===== src/rtl/ual_arbiter.sv =====
// ---------------------------------------------------------------------------
// ual_arbiter
//   Shares one 4-bit UAL (mul/add/sub/logic, 8-bit result) between two
//   requesters. A request is granted round-robin and its operands and opcode
//   are registered onto the UAL pins. The block waits the op-dependent
//   latency, captures the UAL result and returns it on the owner's response
//   channel. Only one transaction is in flight at a time.
//
// Handshake rule (both request and response channels): a transfer happens on
//   the rising edge where valid and ready are both high. Request valid may
//   drop before acceptance. A response holds valid and data stable until it
//   is consumed.
//
// Ports
//   clk, rst_n              clock, synchronous active-low reset
//   reqN_valid/op/a/b       request from requester N (N = 0, 1)
//   reqN_ready              combinational grant, IDLE only
//   rspN_valid/data/ready   response to requester N; data is 0 for non-owner
//   ual_a/ual_b/ual_op      registered operands/opcode to the UAL
//   ual_c                   combinational UAL result
//   busy                    high in any state other than IDLE
//   o_dbg_state             FSM state (0 IDLE, 1 EXEC, 2 RESP)
// ---------------------------------------------------------------------------
module ual_arbiter #(
    parameter int MUL_LAT = 2
) (
    input  logic       clk,
    input  logic       rst_n,

    input  logic       req0_valid,
    input  logic [3:0] req0_op,
    input  logic [3:0] req0_a,
    input  logic [3:0] req0_b,
    output logic       req0_ready,
    output logic       rsp0_valid,
    input  logic       rsp0_ready,
    output logic [7:0] rsp0_data,

    input  logic       req1_valid,
    input  logic [3:0] req1_op,
    input  logic [3:0] req1_a,
    input  logic [3:0] req1_b,
    output logic       req1_ready,
    output logic       rsp1_valid,
    input  logic       rsp1_ready,
    output logic [7:0] rsp1_data,

    output logic [3:0] ual_a,
    output logic [3:0] ual_b,
    output logic [3:0] ual_op,
    input  logic [7:0] ual_c,

    output logic       busy,
    output logic [1:0] o_dbg_state
);

    localparam logic [1:0] S_IDLE = 2'd0;
    localparam logic [1:0] S_EXEC = 2'd1;
    localparam logic [1:0] S_RESP = 2'd2;

    // Latencies below 1 are clamped so the counter always loads a legal value.
    localparam int LAT = (MUL_LAT < 1) ? 1 : MUL_LAT;
    localparam int CW  = (LAT > 1) ? $clog2(LAT) : 1;
    localparam logic [CW-1:0] MUL_LOAD = CW'(LAT - 1);

    logic [1:0]    r_state;
    logic          r_last;
    logic          r_owner;
    logic [CW-1:0] r_cnt;
    logic [3:0]    r_ual_a;
    logic [3:0]    r_ual_b;
    logic [3:0]    r_ual_op;
    logic [7:0]    r_result;

    logic          w_idle;
    logic          w_grant0;
    logic          w_grant1;
    logic          w_accept;
    logic [3:0]    w_sel_op;
    logic [3:0]    w_sel_a;
    logic [3:0]    w_sel_b;
    logic          w_sel_mul;
    logic          w_consume;

    // Requester 0 wins a tie unless it was the last one served. Gating with
    // rst_n keeps ready low while reset is asserted.
    assign w_idle   = rst_n && (r_state == S_IDLE);
    assign w_grant0 = req0_valid && (!req1_valid || r_last);
    assign w_grant1 = req1_valid && (!req0_valid || !r_last);

    assign req0_ready = w_idle && w_grant0;
    assign req1_ready = w_idle && w_grant1;
    assign w_accept   = req0_ready || req1_ready;

    assign w_sel_op  = req1_ready ? req1_op : req0_op;
    assign w_sel_a   = req1_ready ? req1_a  : req0_a;
    assign w_sel_b   = req1_ready ? req1_b  : req0_b;
    // Opcode 0 and the whole upper half (8-15) use the multiplier path.
    assign w_sel_mul = (w_sel_op == 4'd0) || w_sel_op[3];

    assign rsp0_valid = (r_state == S_RESP) && !r_owner;
    assign rsp1_valid = (r_state == S_RESP) &&  r_owner;
    assign rsp0_data  = rsp0_valid ? r_result : 8'h00;
    assign rsp1_data  = rsp1_valid ? r_result : 8'h00;
    assign w_consume  = (rsp0_valid && rsp0_ready) || (rsp1_valid && rsp1_ready);

    assign ual_a       = r_ual_a;
    assign ual_b       = r_ual_b;
    assign ual_op      = r_ual_op;
    assign busy        = (r_state != S_IDLE);
    assign o_dbg_state = r_state;

    always_ff @(posedge clk) begin
        if (!rst_n) begin
            r_state  <= S_IDLE;
            r_last   <= 1'b1;
            r_owner  <= 1'b0;
            r_cnt    <= '0;
            r_ual_a  <= 4'h0;
            r_ual_b  <= 4'h0;
            r_ual_op <= 4'h0;
            r_result <= 8'h00;
        end else begin
            case (r_state)
                S_IDLE: begin
                    if (w_accept) begin
                        r_ual_op <= w_sel_op;
                        r_ual_a  <= w_sel_a;
                        r_ual_b  <= w_sel_b;
                        r_owner  <= req1_ready;
                        r_cnt    <= w_sel_mul ? MUL_LOAD : '0;
                        r_state  <= S_EXEC;
                    end
                end
                S_EXEC: begin
                    // Count 0 marks the last execute cycle: ual_c is settled.
                    if (r_cnt == '0) begin
                        r_result <= ual_c;
                        r_state  <= S_RESP;
                    end else begin
                        r_cnt <= r_cnt - CW'(1);
                    end
                end
                S_RESP: begin
                    if (w_consume) begin
                        r_last  <= r_owner;
                        r_state <= S_IDLE;
                    end
                end
                default: r_state <= S_IDLE;
            endcase
        end
    end

endmodule


===== config.mk =====
export PLATFORM = sky130hd
export DESIGN_NAME = ual_arbiter
export DESIGN_NICKNAME = d
export VERILOG_FILES = /design/src/rtl/ual_arbiter.sv
export SDC_FILE = /design/constraint.sdc
export NUM_CORES = 1
export LEC_CHECK = 0
export CORE_AREA = 5 5 47 90
export CTS_CLUSTER_DIAMETER = 50
export CTS_CLUSTER_SIZE = 40
export DETAILED_ROUTE_END_ITERATION = 8
export DIE_AREA = 0 0 52 95
export GPL_ROUTABILITY_DRIVEN = 1
export PLACE_DENSITY = 0.82
export SYNTH_ARGS = -nofsm -noshare
export SYNTH_HDL_FRONTEND = slang
export SYNTH_SLANG_ARGS = --single-unit

===== constraint.sdc =====
create_clock -name clk -period 4.1 [get_ports clk]
set_input_delay 0.82 -clock clk [delete_from_list [all_inputs] [get_ports clk]]
set_output_delay 0.82 -clock clk [all_outputs]
set_load 0.05 [all_outputs]

# Word-level counts from Yosys, hierarchy flattened
# Index checks and enable logic that the tools add are counted.
# word_totals
elab_cells	55
output_inout_bits	35
input_bits	38
regBits	25
# op_classes
n_reduce_logical	27
n_bitwise	1
eq_ne	5
add_sub_neg	1
n_mux	13
# ops
operator	count
8-bit two-way mux	2
4-bit two-way mux	3
1-bit logical AND	9
2-bit AND reduction	4
2-bit two-way mux	3
2-bit != test (second input constant)	3
2-bit one-hot mux with 3 select lines	1
1-bit logical OR	5
1-bit logical NOT	4
4-bit logical NOT	1
2-bit nonzero test	2
1-bit two-way mux	3
3-bit AND reduction	1
2-bit by 1-bit equality test with 1-bit output (second input constant)	1
2-bit equality test (second input constant)	1
2-bit logical NOT	1
1-bit one-hot mux with 2 select lines	1
1-bit inverter	1
1-bit subtractor (second input constant)	1

# Depth between registers and ports, before layout
# Gate-level depths: netlist (run 1).
# depth
depth_word	10
depth_mapped	4
ltp_nobuf	3

# Least setup slack after synthesis (run 1)
# OpenSTA, ideal clock, no wires.
# synth_timing
kind	register to output
from	reg r_state[1], in the netlist o_dbg_state[1]
to	out rsp0_data[0]
stages_incl_launch_ff	3
arrival_time_ps	1989
path_buffers	0
setup_slack_ps	1291
t_required_ps	3280
path_cell_list	dfxtp_1 nor3b_4 and2_1
# synth_via
elab_chain_cells	3
# synth_rtl
item	line_no	rtl
start: declaration	66	logic [1:0] r_state;
start signal: assignment	115	r_state <= S_IDLE;
start signal: assignment	132	r_state <= S_EXEC;
start signal: assignment	139	r_state <= S_RESP;
2-bit equality test	101	assign rsp0_valid = (r_state == S_RESP) && !r_owner;
1-bit logical AND	101	
net rsp0_valid	35	output logic rsp0_valid,
8-bit two-way mux	103	assign rsp0_data = rsp0_valid ? r_result : 8'h00;
end: declaration	37	output logic [7:0] rsp0_data,
# The timed path passes the listed nets, and every way through them passes these cells.

# Worst setup path after layout (run 1)
# layout_timing
from	in rst_n
to	out req0_ready
# layout_via
elab_chain_cells	2
# layout_rtl
item	line_no	rtl
start: declaration	28	input logic rst_n,
1-bit logical AND	87	assign w_idle = rst_n && (r_state == S_IDLE);
1-bit logical AND	91	assign req0_ready = w_idle && w_grant0;
end: declaration	34	output logic req0_ready,
# No other way between the ends.

==> results of run 1 <==
==> path summary, 6_finish.rpt <==
path	startpoint	to	slack [ns]	cells past startpoint
setup / recovery	rst_n	req0_ready	0.88	4
hold / removal	r_result[5]	r_result[5]	0.51	2
setup reg to reg	o_dbg_state[1]	ual_b[3]	2.19	3
hold reg to reg	r_result[5]	r_result[5]	0.51	2
==> cells in the mapped netlist (2+ instances only) <==
cell type  instances
buf_4              2
o21ai_0            2
nor3_1             3
dfxtp_1           25
nor3b_4            2
buf_6              3
nor2_1            10
o21ai_1           11
inv_1              3
nand2b_1           2
and2_1            16
nand3_1           11
a311oi_2          11
clkbuf_1           2
and3_1             2
buf_2              4
nand2_1            4
mux2i_1            9
a21oi_1           10
==> per-stage QoR <==
step	setup slack, ns	area (µm²)	std cells	util, %
after floorplan	1.29	1390	151	-
after global placement	0.894	2130	262	60.3
after detailed placement	0.880	2130	262	60.3
after CTS	0.877	2170	266	61.6
after global routing	0.754	2170	266	61.6
final	0.876	2170	266	61.6
==> where the power goes <==
part           leakage (nW)  internal [mW]  total [mW]  switching, mW
combinational         0.513          0.120       0.289          0.169
clock                0.0228         0.0694       0.144         0.0748
sequential            0.205          0.269       0.293         0.0234
==> kinds of logic (layout without fill, tap and decap cells) <==
logic type,count (synthesis),count (layout),share of synthesized area [%]
flip-flops,25,25,36.0
AO/OA/AOI/OAI,44,44,26.4
multiplexers,9,9,6.48
buffers and inverters,15,81,6.56
AND/OR/NAND/NOR,58,58,24.6
==> worst max-delay path, stage by stage <==
cell and delay (ns):
clkdlybuf4s50_1 0.56, nor3b_4 0.55, and3_1 0.33, buf_12 0.15
==> state kept, by name, indices dropped and copies added (netlist names) <==
register     cells
r_owner          1
ual_b            4
o_dbg_state      2
ual_a            4
r_result         8
r_last           1
r_cnt            1
ual_op           4
==> area by class of cell <==
| type | count | area, µm² |
|---|---|---|
| fill | 313 | 1360 |
| sequential | 25 | 500 |
| tap | 49 | 61.3 |
| clock buffer | 4 | 45.0 |
| multi-input combinational | 111 | 805 |
| timing repair buffer | 73 | 748 |
| inverter | 4 | 15.0 |
==> metal layers <==
layer | vias up | GRT usage, % | wire, µm
met4 | 0 | 5.91 | 40
met3 | 4 | 3.00 | 229
li1 | 683 | - | -
met5 | - | 0 | 0
met2 | 51 | 26.1 | 1990
met1 | 661 | 22.5 | 1810
==> run metrics, run 1 <==
Yosys reg bits 25; Rows 31; drt first pass iters 4; clock sink count 25; core area 3530 µm²; commonest non-fill, non-tap cell in the layout clkdlybuf4s50_1; grt ovf 0; area leader, netlist dfxtp_1; # diodes 0; DRC violations left 0; gr usage total 16.7%; asr flop ratio synth 0%; Mapped Area around 1400 µm²; die area just under 5000 µm²; Critical Path Fanout Max 15; synth warn 0; H-tree Lvls 1; wire per inst about 15 µm; first-pass GRT wire length around 6.5 mm; Setup crit end kind primary output; Post-CTS Resized 0; synth unique cells 38; nets between 200 and 300; TritonCTS clock tree yes; clock latency on the worst-skew pair ~0.26 ns; crit start category input pin; Tot Pwr 0.725 mW; number of vias in the routed layout about 1400; routed wire length 4.07 mm; cts hold-fix bufs 0; max-cap violations 0; Num CTS Buffers 3; vias in the first global route 1382; # setup viols final 0; drt via density approximately 5.3; layout cells sized above 1 13.4%; Tmin final 3.22 ns; die height 95 µm; initial antenna violation count 0; critical path arrival 2.40 ns; Max Slew Vio Count 0; Ports 73; Required @ worst endpoint 3.28 ns; sequential cell area fraction in the yosys report 36.0%; crit share post-route 78.6%; EDFF count, synth 0; fmax slightly above 300 MHz; CP Class in -> out; Avg Inst Size Synth between 9 and 10 µm²; outcome complete, no violations; power density cells between 300 and 400 nW/µm²; share of the synthesized area in the top cell type 36.0%; largest net degree at the start of global routing 23; Synth Flop Type dfxtp_1; Hold WC Path Type reg -> reg; clock transition at the registers of the reported paths approximately 0.08 ns; Setup TNS Final 0 ns; hpwl dp around 3 mm; Max clock buf depth 2; Final Hold Fails 0; most frequent cells in the layout 70 x clkdlybuf4s50_1, 25 x dfxtp_1, 16 x and2_1; clk_skew 0.00330 ns; Initial Util between 30 and 40%; post-route ant nets 0; RSZ-0062 raised after global routing false; worst slew pin tran 0.891 ns; Final GP Congestion between 0.7 and 0.8; Port Buf Inserts 72; synth top area cells dfxtp_1 36%, a311oi_2 12%, and2_1 7.2%; Cells after Synth about 150; CTS root buf clkbuf_8; syn_nets between 150 and 200; Post-CTS Setup Inserts 0; width of the die about 52 µm; Worst VDD drop 0.254 mV; Starting DRT DRC Count 34; Hold WS 0.510 ns; static leakage power 0.741 nW; area grow syn2layout 56.3%; slew margin rel. 40.5%
Power figures use the tool's default switching activity.
==> run 2, diff against run 1 <==
==> config.mk (replaced) <==
export PLATFORM = sky130hd
export DESIGN_NAME = ual_arbiter
export DESIGN_NICKNAME = d
export VERILOG_FILES = /design/src/rtl/ual_arbiter.sv
export SDC_FILE = /design/constraint.sdc
export NUM_CORES = 1
export LEC_CHECK = 0
export CORE_AREA = 5 5 49 93
export CTS_CLUSTER_DIAMETER = 50
export CTS_CLUSTER_SIZE = 40
export DETAILED_ROUTE_END_ITERATION = 8
export DIE_AREA = 0 0 54 98
export GPL_ROUTABILITY_DRIVEN = 1
export PLACE_DENSITY = 0.76
export SYNTH_ARGS = -nofsm -noshare
export SYNTH_HDL_FRONTEND = slang
export SYNTH_SLANG_ARGS = --single-unit
==> constraint.sdc (replaced) <==
create_clock -name clk -period 3.2 [get_ports clk]
set_input_delay 0.64 -clock clk [delete_from_list [all_inputs] [get_ports clk]]
set_output_delay 0.64 -clock clk [all_outputs]
set_load 0.05 [all_outputs]
==> run 2 against run 1 <==
Against the previous run:
- clock power increased by 27%
- clock skew increased by 0.0011 ns
- sequential power increased by 27%
- clock-buffer cell count decreased by 1
- sequential cell count unchanged
- non-clock buffer count increased by 3
- via count decreased by 1.1%
- setup slack got worse by 0.51 ns
- hold slack got worse by 0.024 ns
- combinational power increased by 29%
- highest routed layer unchanged
==> run metrics, run 2 (same netlist as run 1, synthesis figures left out) <==
outcome complete, no violations; most frequent cells in the layout 70 x clkdlybuf4s50_1, 25 x dfxtp_1, 16 x and2_1; Largest Register r_result; grt ovf 0; die height 98 µm; first-pass GRT wire length around 6.3 mm; initial antenna violation count 0; Num CTS Buffers 3; Final GP Congestion 0.780; Post-CTS Resized 0; clock latency on the worst-skew pair 0.26 ns; Largest register FFs 8; fmax 353 MHz; Hold WC Path Type reg -> reg; Max clock buf depth 2; die area 5290 µm²; worst reg-to-reg path cell count 3; hold path cells 2; clock sink count 25; nets about 260; cts hold-fix bufs 0; Required @ worst endpoint 2.56 ns; DP Area between 2000 and 2500 µm²; width of the die 54 µm; slew margin rel. 39.0%; Worst R2R Start o_dbg_state[0]; routed wire length ~3.9 mm; max-cap violations 0; RSZ-0062 raised after global routing false; post-route cell area 2200 µm²; hpwl dp 3.17 mm; Max Slew Vio Count 0; TritonCTS clock tree yes; number of vias in the routed layout 1384; Starting DRT DRC Count 29; crit share post-route 88.6%; post-route ant nets 0; drt first pass iters 4; Port Buf Inserts 72; CTS root buf clkbuf_8; core area 3800 µm²; crit start category register; Worst VDD drop roughly 0.30 mV; critical path arrival 2.20 ns; vias in the first global route 1364; Post-CTS Setup Inserts 0; worst r2r dst r_result[6]; layout cells sized above 1 15.0%; # setup viols final 0; largest net degree at the start of global routing 23; Ports 73; area grow syn2layout 58.2%; Setup TNS Final 0 ns; drt via density 5.11; CP Class reg -> out; DRC violations left 0; Critical Path Fanout Max 10; Setup crit end kind primary output; Rows 32; worst slew pin tran ~0.91 ns; clock transition at the registers of the reported paths roughly 0.08 ns; Layout fillers 357; clk_skew 0.00444 ns; Initial Util 36.6%; Tot Pwr 0.929 mW; power density cells 422 nW/µm²; wire per inst 14.5 µm; Worst Hold End o_dbg_state[0]; Util after Layout 57.9%; H-tree Lvls 1; static leakage power 0.759 nW; Final Hold Fails 0; Tmin final 2.84 ns; commonest non-fill, non-tap cell in the layout clkdlybuf4s50_1; reg2reg setup slack 1.38 ns; gr usage total between 10% and 20%; # diodes 0; Hold Path Origin r_cnt
-- run 2: changes by cell type in the layout (fill, tap and decap cells not counted), sizes merged --
| cell | previous run | this run |
|---|---|---|
| buf | 3 | 6 |
| clkinv | 0 | 1 |
| clkbuf | 4 | 3 |
-- run 2: metal layers --
layer  wire length [µm]  part of all wire (%)  track usage (%)
met3                246                   6.2             2.14
met2               2220                    56             29.0
met1               1430                    36             16.7
met5                  0                     0                0
met4                 42                   1.1             5.76
-- run 2: power by group --
| group | total (mW) | internal [mW] | switching (mW) | leakage, nW |
|---|---|---|---|---|
| registers | 0.373 | 0.345 | 0.0282 | 0.205 |
| logic | 0.373 | 0.159 | 0.214 | 0.528 |
| clock network | 0.183 | 0.0869 | 0.0959 | 0.0255 |
-- run 2: worst max-delay path, cell delays in order, from the launching register on --
cell and delay [ns]:
dfxtp_1 0.53, nor3b_4 0.42, and2_1 0.18, clkdlybuf4s50_1 0.80
-- run 2: worst max path at each step --
stage                   start            to  slack [ns]  cells after the start
6_report       o_dbg_state[1]  rsp0_data[2]        0.36                      3
5_1_grt        o_dbg_state[1]  rsp0_data[7]        0.19                      3
4_1_cts        o_dbg_state[1]  rsp0_data[2]        0.34                      3
3_5_place_dp            rst_n    req1_ready        0.54                      6
3_3_place_gp            rst_n    req1_ready        0.57                      6
2_1_floorplan  o_dbg_state[1]  rsp0_data[0]        0.57                      2
-- run 2: stage by stage --
step                      cells  worst slack [ns]  hold slack, ns
final                       271             0.364           0.486
after detailed placement    267             0.544           0.475
after global routing        271             0.186           0.509
after CTS                   271             0.340           0.486
after floorplan             151             0.571           0.442
after global placement      267             0.568           0.474
-- run 2: final cells by class --
cell class                      count  area, µm²  share of cell area, %
Sequential cell                    25        500                   22.7
Timing Repair Buffer               76        771                   35.0
Clock inverter                      1       5.00                  0.227
Tap cell                           51       63.8                   2.90
Multi-Input combinational cell    111        805                   36.6
Inverter                            4       15.0                  0.682
Clock buffer                        3       41.3                   1.88
